## config.mk

```make
export PLATFORM = sky130hd
export DESIGN_NAME = stream_mux_arb_flat
export DESIGN_NICKNAME = d
export VERILOG_FILES = /design/src/rtl/stream_mux_arb_if.sv /design/src/rtl/stream_mux_arb.sv /design/src/flat_wrapper.sv
export SDC_FILE = /design/constraint.sdc
export NUM_CORES = 1
export LEC_CHECK = 0
export BUFFER_PORTS_ARGS = -buffer_cell sky130_fd_sc_hd__buf_2
export CORE_UTILIZATION = 27
export CTS_BUF_LIST = sky130_fd_sc_hd__clkbuf_16
export CTS_CLUSTER_SIZE = 20
export DETAILED_ROUTE_END_ITERATION = 10
export PLACE_DENSITY = 0.56
export SLEW_MARGIN = 20
export SYNTH_ARGS = -nofsm -noshare
export SYNTH_HDL_FRONTEND = slang
export SYNTH_SLANG_ARGS = --single-unit
```

## constraint.sdc

```tcl
create_clock -name clk -period 1.6 [get_ports clk]
set_input_delay 0.16 -clock clk [delete_from_list [all_inputs] [get_ports clk]]
set_output_delay 0.16 -clock clk [all_outputs]
set_load 0.02 [all_outputs]
```

## src/rtl/stream_mux_arb_if.sv

```systemverilog
// stream_mux_arb_if: valid/ready bundle between the producers, the stream mux and its consumer
interface stream_mux_arb_if #(
    parameter int WIDTH    = 8,
    parameter int CHANNELS = 4
);
    logic [CHANNELS*WIDTH-1:0]   in_data;
    logic [CHANNELS-1:0]         in_valid;
    logic [CHANNELS-1:0]         in_ready;
    logic [WIDTH-1:0]            out_data;
    logic                        out_valid;
    logic                        out_ready;
    logic [$clog2(CHANNELS)-1:0] out_chan;
    logic [15:0]                 xfer_cnt;

    modport master (
        output in_data, in_valid, out_ready,
        input  in_ready, out_data, out_valid, out_chan, xfer_cnt
    );

    modport slave (
        input  in_data, in_valid, out_ready,
        output in_ready, out_data, out_valid, out_chan, xfer_cnt
    );
endinterface

```

## src/rtl/stream_mux_arb.sv

```systemverilog
// stream_mux_arb: N-channel valid/ready stream mux with a registered output; define STREAM_MUX_RR_EN to add round-robin mode
module stream_mux_arb #(
    parameter int WIDTH    = 8,
    parameter int CHANNELS = 4
) (
    input  logic                        clk,
    input  logic                        rst_n,
    input  logic [$clog2(CHANNELS)-1:0] i_sel,
    input  logic                        i_mode,
    stream_mux_arb_if.slave             bus
);
    localparam int SEL_W = $clog2(CHANNELS);

    logic [WIDTH-1:0]    r_data;
    logic [SEL_W-1:0]    r_chan;
    logic                r_valid;
    logic [15:0]         r_cnt;
    logic                w_load;
    logic                w_hit;
    logic                w_man_hit;
    logic [SEL_W-1:0]    w_g;
    logic [CHANNELS-1:0] w_in_ready;

    assign w_load    = rst_n && (!r_valid || bus.out_ready);
    assign w_man_hit = (32'(i_sel) < CHANNELS) && bus.in_valid[i_sel];

`ifdef STREAM_MUX_RR_EN
    logic [SEL_W-1:0] r_ptr;
    logic             w_rr_hit;
    logic [SEL_W-1:0] w_rr_g;
    logic [SEL_W-1:0] w_idx;

    // scan from ptr+CHANNELS down to ptr+1 so the valid channel nearest after ptr wins
    always_comb begin
        w_rr_hit = 1'b0;
        w_rr_g   = '0;
        w_idx    = '0;
        for (int k = CHANNELS; k >= 1; k--) begin
            w_idx = SEL_W'((int'(r_ptr) + k) % CHANNELS);
            if (bus.in_valid[w_idx]) begin
                w_rr_hit = 1'b1;
                w_rr_g   = w_idx;
            end
        end
    end

    assign w_hit = i_mode ? w_rr_hit : w_man_hit;
    assign w_g   = i_mode ? w_rr_g : i_sel;

    // pointer moves only on accepts made in round-robin mode; reset gives channel 0 first turn
    always_ff @(posedge clk) begin
        if (!rst_n)
            r_ptr <= SEL_W'(CHANNELS - 1);
        else if (w_hit && w_load && i_mode)
            r_ptr <= w_g;
    end
`else
    logic w_unused;

    assign w_unused = i_mode;
    assign w_hit    = w_man_hit;
    assign w_g      = i_sel;
`endif

    // ready goes only to the granted channel, and only when the output slot can take a word
    always_comb begin
        w_in_ready = '0;
        if (w_hit)
            w_in_ready[w_g] = w_load;
    end

    // output slot: load on accept, empty when loadable with no grant, hold on stall; count handshakes
    always_ff @(posedge clk) begin
        if (!rst_n) begin
            r_valid <= 1'b0;
            r_data  <= '0;
            r_chan  <= '0;
            r_cnt   <= '0;
        end else begin
            if (w_load) begin
                r_valid <= w_hit;
                if (w_hit) begin
                    r_data <= bus.in_data[w_g*WIDTH +: WIDTH];
                    r_chan <= w_g;
                end
            end
            if (r_valid && bus.out_ready)
                r_cnt <= r_cnt + 16'd1;
        end
    end

    assign bus.in_ready  = w_in_ready;
    assign bus.out_data  = r_data;
    assign bus.out_valid = r_valid;
    assign bus.out_chan  = r_chan;
    assign bus.xfer_cnt  = r_cnt;
endmodule
```

## src/flat_wrapper.sv

```systemverilog
// flat-port wrapper written by rule: the top's interface ports become plain ports
module stream_mux_arb_flat 
#(
    parameter int WIDTH    = 8,
    parameter int CHANNELS = 4
)
  (clk, rst_n, i_sel, i_mode, bus_in_data, bus_in_valid, bus_out_ready, bus_in_ready, bus_out_data, bus_out_valid, bus_out_chan, bus_xfer_cnt);
  stream_mux_arb_if #(.WIDTH(WIDTH), .CHANNELS(CHANNELS)) bus_i ();
  input  logic clk;
  input  logic rst_n;
  input  logic [$clog2(CHANNELS)-1:0] i_sel;
  input  logic i_mode;
  input wire logic [$bits(bus_i.in_data)-1:0] bus_in_data;
  input wire logic [$bits(bus_i.in_valid)-1:0] bus_in_valid;
  input wire logic [$bits(bus_i.out_ready)-1:0] bus_out_ready;
  output wire logic [$bits(bus_i.in_ready)-1:0] bus_in_ready;
  output wire logic [$bits(bus_i.out_data)-1:0] bus_out_data;
  output wire logic [$bits(bus_i.out_valid)-1:0] bus_out_valid;
  output wire logic [$bits(bus_i.out_chan)-1:0] bus_out_chan;
  output wire logic [$bits(bus_i.xfer_cnt)-1:0] bus_xfer_cnt;
  assign bus_i.in_data = bus_in_data;
  assign bus_i.in_valid = bus_in_valid;
  assign bus_i.out_ready = bus_out_ready;
  assign bus_in_ready = bus_i.in_ready;
  assign bus_out_data = bus_i.out_data;
  assign bus_out_valid = bus_i.out_valid;
  assign bus_out_chan = bus_i.out_chan;
  assign bus_xfer_cnt = bus_i.xfer_cnt;
  stream_mux_arb #(.WIDTH(WIDTH), .CHANNELS(CHANNELS)) u_core (.clk(clk), .rst_n(rst_n), .i_sel(i_sel), .i_mode(i_mode), .bus(bus_i));
endmodule
```

Yosys cells after proc, flatten, opt, wreduce, memory -nomap -nowiden. Cells that the tools add are included. W data, S select, Z words.

Register bits: 27. Logic and storage cells: 20.

$add $sub $neg: 1. $lt $le $gt $ge: 2. Shift-type cells: 1. Muxes and demuxes: 5. Bitwise operators: 1. Reductions and logical operators: 6.

Operators by type and width (count): $shiftx A32 B6 Y8 (1); $add A16 B1 Y16 const B (1); $and A4 B4 Y4 (1); $mux W4 (1); $logic_and A1 B1 Y1 (3); $lt A2 B3 Y1 const B (1); $bmux W1 S2 (1); $demux W1 S2 (1); $ge A2 B1 Y1 const B (1); $mux W1 (2); $reduce_and A2 Y1 (1); $logic_not A1 Y1 (1); $logic_or A1 B1 Y1 (1).

Longest topological paths before layout.
Depth after elaboration: 6. Gate-level depth with buffers: 6.

Least setup slack after synthesis. No wires, ideal clock.

Kind: register -> output. From: register u_core.r_valid, in the netlist u_core.bus.out_valid. To: output port bus_in_ready[0]. Arrival: 1.412 ns. Required time: 1.440 ns. Setup slack: 0.028 ns. Stages on the path, launching flop included: 5. Path through: dfxtp_1 > nor2b_1 > nand3b_4 > buf_12 > nor3_1.

Longest elaborated chain between the ends: 5.

RTL lines: start, declared (line stream_mux_arb.sv:16) `logic r_valid;`; start signal, assigned (line stream_mux_arb.sv:81) `r_valid <= w_hit;`; $logic_not A1 Y1 (line stream_mux_arb.sv:24) `assign w_load = rst_n && (!r_valid || bus.out_ready);`; $logic_or A1 B1 Y1 (line stream_mux_arb.sv:24); $logic_and A1 B1 Y1 (line stream_mux_arb.sv:24); $and A4 B4 Y4 (no line); $mux W4 (line stream_mux_arb.sv:68) `if (w_hit)`; end, declared (line flat_wrapper.sv:16) `output wire logic [$bits(bus_i.in_ready)-1:0] bus_in_ready;`.

Every way passes these cells.

Worst setup path after layout.
From: register u_core.r_cnt[1], in the netlist u_core.bus.xfer_cnt[1]. To: register u_core.r_cnt[14], in the netlist u_core.bus.xfer_cnt[14].

Longest elaborated chain between the ends: 1.

RTL lines: start, declared (line stream_mux_arb.sv:17) `logic [15:0] r_cnt;`; start signal, assigned (line stream_mux_arb.sv:88) `r_cnt <= r_cnt + 16'd1;`; $add A16 B1 Y16 (line stream_mux_arb.sv:88).

Every way passes these cells. A chain may end at the register's enable or synchronous reset.

==> summary.txt <==
Floorplan
  – Core footprint: 0.00485 mm^2
  – Die Ht: 74.1 um
  – I/O pins: 73
  – Initial core utilization: 28.9%
  – Full die area: 0.00549 mm^2
  – Site row count: 25
  – Die W: 74.1 um

Synth
  – Synth unique cells: 28
  – Cell Area, Synth: 0.00140 mm^2
  – #FFs+latches synth: 27
  – Synth Instances: 142
  – YS warnings: 0
  – Syn avg cell area: 9.88 um^2
  – Syn Nets: 185
  – Post-synthesis sequential area ratio: 38.5%
  – Post-synth EDFFs: 0
  – Synth Flop Type: dfxtp_1
  – Async set-or-reset flop fraction in the synthesized netlist: 0%

GRT
  – Overflow after GRT: 0
  – Largest net degree at the start of global routing: 17
  – Vias in the first global route: 1246
  – Total track usage: 12.5%
  – Antenna violations before repair: 0
  – First-pass GRT wire length: 5380 um

Setup path
  – FF-to-FF Start: u_core.bus.xfer_cnt[1]$_SDFFE_PN0P_
  – Critical path peak fanout: 4
  – Critical Path RT: 1.76 ns
  – Worst setup SP type: flop
  – Critical path, cell by cell: ha_2 -> nand4_1 -> buf_4 -> nor4_2 -> xnor2_1 -> nor2_1
  – CP arrival: 1.63 ns
  – Crit Path Category: reg2reg
  – Setup crit start: u_core.bus.xfer_cnt[1]$_SDFFE_PN0P_
  – Crit. End Element: flop
  – Max incr delay on CP: 0.35 ns
  – Crit-path slowest cell: dfxtp_2

Timing
  – RSZ-0062 raised after global routing: no
  – Final WS setup: 0.124 ns
  – Setup violators final: 0
  – Setup TNS: 0 ns
  – Min Hold Slack: 0.200 ns
  – Relative max-transition margin: 73.8%
  – Time the worst path needs with I/O delays and setup: 1.48 ns
  – Tightest Pin Transition: 0.390 ns
  – Ratio of final minimum period to clock period: 92.2%
  – Max Clk Rate: 678 MHz
  – Final Max Tran Viols: 0
  – Clock skew: 0.00241 ns
  – Hold Vio Cnt, Final: 0

Placed design
  – GPL Wtd Cong: 0.708
  – Post-Place Setup Slack: 0.130 ns
  – Number of I/O port buffers: 71
  – DP Wirelength: 2450 um

Drt
  – Total wire length after detailed routing: 3170 um
  – Post-route DRC violation count: 0
  – DR vias/cell: 4.56
  – 1st-pass router iterations: 2
  – Antenna-violating nets left: 0
  – Initial DRC count: 50
  – Vias: 1312
  – Routed WL per cell: 11.0 um

Clocking
  – CTS root buffer: clkbuf_16
  – CTS tree: yes
  – Post-CTS Hold Fix Bufs: 0
  – Max Root-Sink Buffers: 2
  – H-tree lvl count: 1
  – Sink Count: 27
  – Clock Latency Late Sink: 0.26 ns
  – TritonCTS Buffers: 3
  – Worst-path clk slew: 0.07 ns

Hold path
  – Min-Delay Path Class: in2reg
  – Min-delay src: rst_n

Cells and area
  – Most common cell after layout, fill and taps aside: buf_2
  – Nets: 265
  – Commonest non-fill, non-tap cells in the layout: buf_2 (71), nor2_1 (27), dfxtp_1 (25)
  – Layout cell share with drive strength beyond 1: 44.8%
  – Post-Route Utilization: 41.0%
  – Filler cell count: 511
  – Area grow syn2layout: 41.6%
  – Ant. Diodes: 0

Pwr
  – P_leak: 0.942 nW
  – Tot Pwr: 1.54 mW
  – Max VDD drop: 0.000396 V
  – PwrDens: 776 mW/mm^2

Job
  – Max Cap Viol: 0

Outcome
  – Status: finished clean
-- kinds of logic after synthesis --
kind of cell,after synthesis,share of synthesized area (%)
xor gates and xnor gates,13,8.12
muxes,21,23.6
DFF,27,38.5
adders and majority gates,1,0.892
buffers and inverters,13,4.82
and+or+nand+nor,61,21.7
AOI/OAI and AO/OA,6,2.41
-- synth_stat cells (2+ instances only) --
cell type / instances / area (um^2)
inv_1: 6 / 22.5
nand4_1: 5 / 31.3
buf_2: 2 / 10.0
mux4_1: 2 / 52.6
nor4_1: 5 / 31.3
dfxtp_1: 27 / 541
nor3_1: 8 / 40.0
nand2_1: 7 / 26.3
nor2_1: 27 / 101
mux4_2: 7 / 158
a21oi_1: 3 / 15.0
clkbuf_1: 2 / 7.51
xnor2_1: 9 / 78.8
xor2_1: 4 / 35.0
mux2i_1: 12 / 120
nand3_1: 4 / 20.0
-- worst max-delay path: cells and delay by family, from the launching register on --
family | cells | cell delay (ns)
and+or+nand+nor | 3 | 0.50
xor gates and xnor gates | 1 | 0.15
buffers and inverters | 1 | 0.18
adders and majority gates | 1 | 0.19
DFF | 1 | 0.35
-- power breakdown --
group | internal, mW | switching, mW
combinational | 0.133 | 0.125
sequential | 0.695 | 0.0148
clock | 0.337 | 0.236
total | 1.17 | 0.376
-- area by class of cell --
type	count	area, um^2	area share, %
clock buffers	3	75.1	3.78
inverters	7	26.3	1.32
flip-flops and latches	27	543	27.3
clock inverters	1	5.00	0.252
multi-input cells	102	810	40.8
well taps	67	83.8	4.22
repair buffers	81	443	22.3
-- metrics by stage --
| step | instances | cell area (um^2) |
|---|---|---|
| floorplan | 142 | 1400 |
| finish | 288 | 1990 |
| detailed placement | 281 | 1870 |
| global placement | 281 | 1870 |
| CTS | 286 | 1950 |
| global route | 288 | 1990 |
-- final timing paths --
check / to / slack (ns) / depth (start not counted)
setup reg to reg: u_core.bus.xfer_cnt[14]$_SDFFE_PN0P_ / 0.12 / 6
hold / removal: u_core.bus.xfer_cnt[13]$_SDFFE_PN0P_ / 0.20 / 3
hold reg to reg: u_core.bus.xfer_cnt[1]$_SDFFE_PN0P_ / 0.48 / 2
setup / recovery: u_core.bus.xfer_cnt[14]$_SDFFE_PN0P_ / 0.12 / 6
-- state kept, by name, summed over array words and instances (netlist names) --
signal                cells
u_core.bus.xfer_cnt      16
u_core.bus.out_chan       2
u_core.bus.out_data       8
u_core.bus.out_valid      1
-- layer usage --
metal / track usage (%) / vias to the layer above / share of wire, %
met5: 0 / - / 0
met4: 3.21 / 0 / 0.44
met3: 2.98 / 2 / 5.9
met2: 22.0 / 43 / 47
met1: 15.4 / 603 / 46
li1: - / 664 / -
-- timing repair --
item / 4_1_cts / 5_1_grt
pin swaps: 0 / 0
endpoints found under the setup margin: 4 / 11
hold endpoints to repair: 0 / 0
setup buffers: 1 / 2
resized for setup: 0 / 5
Power figures use the tool's default switching activity.
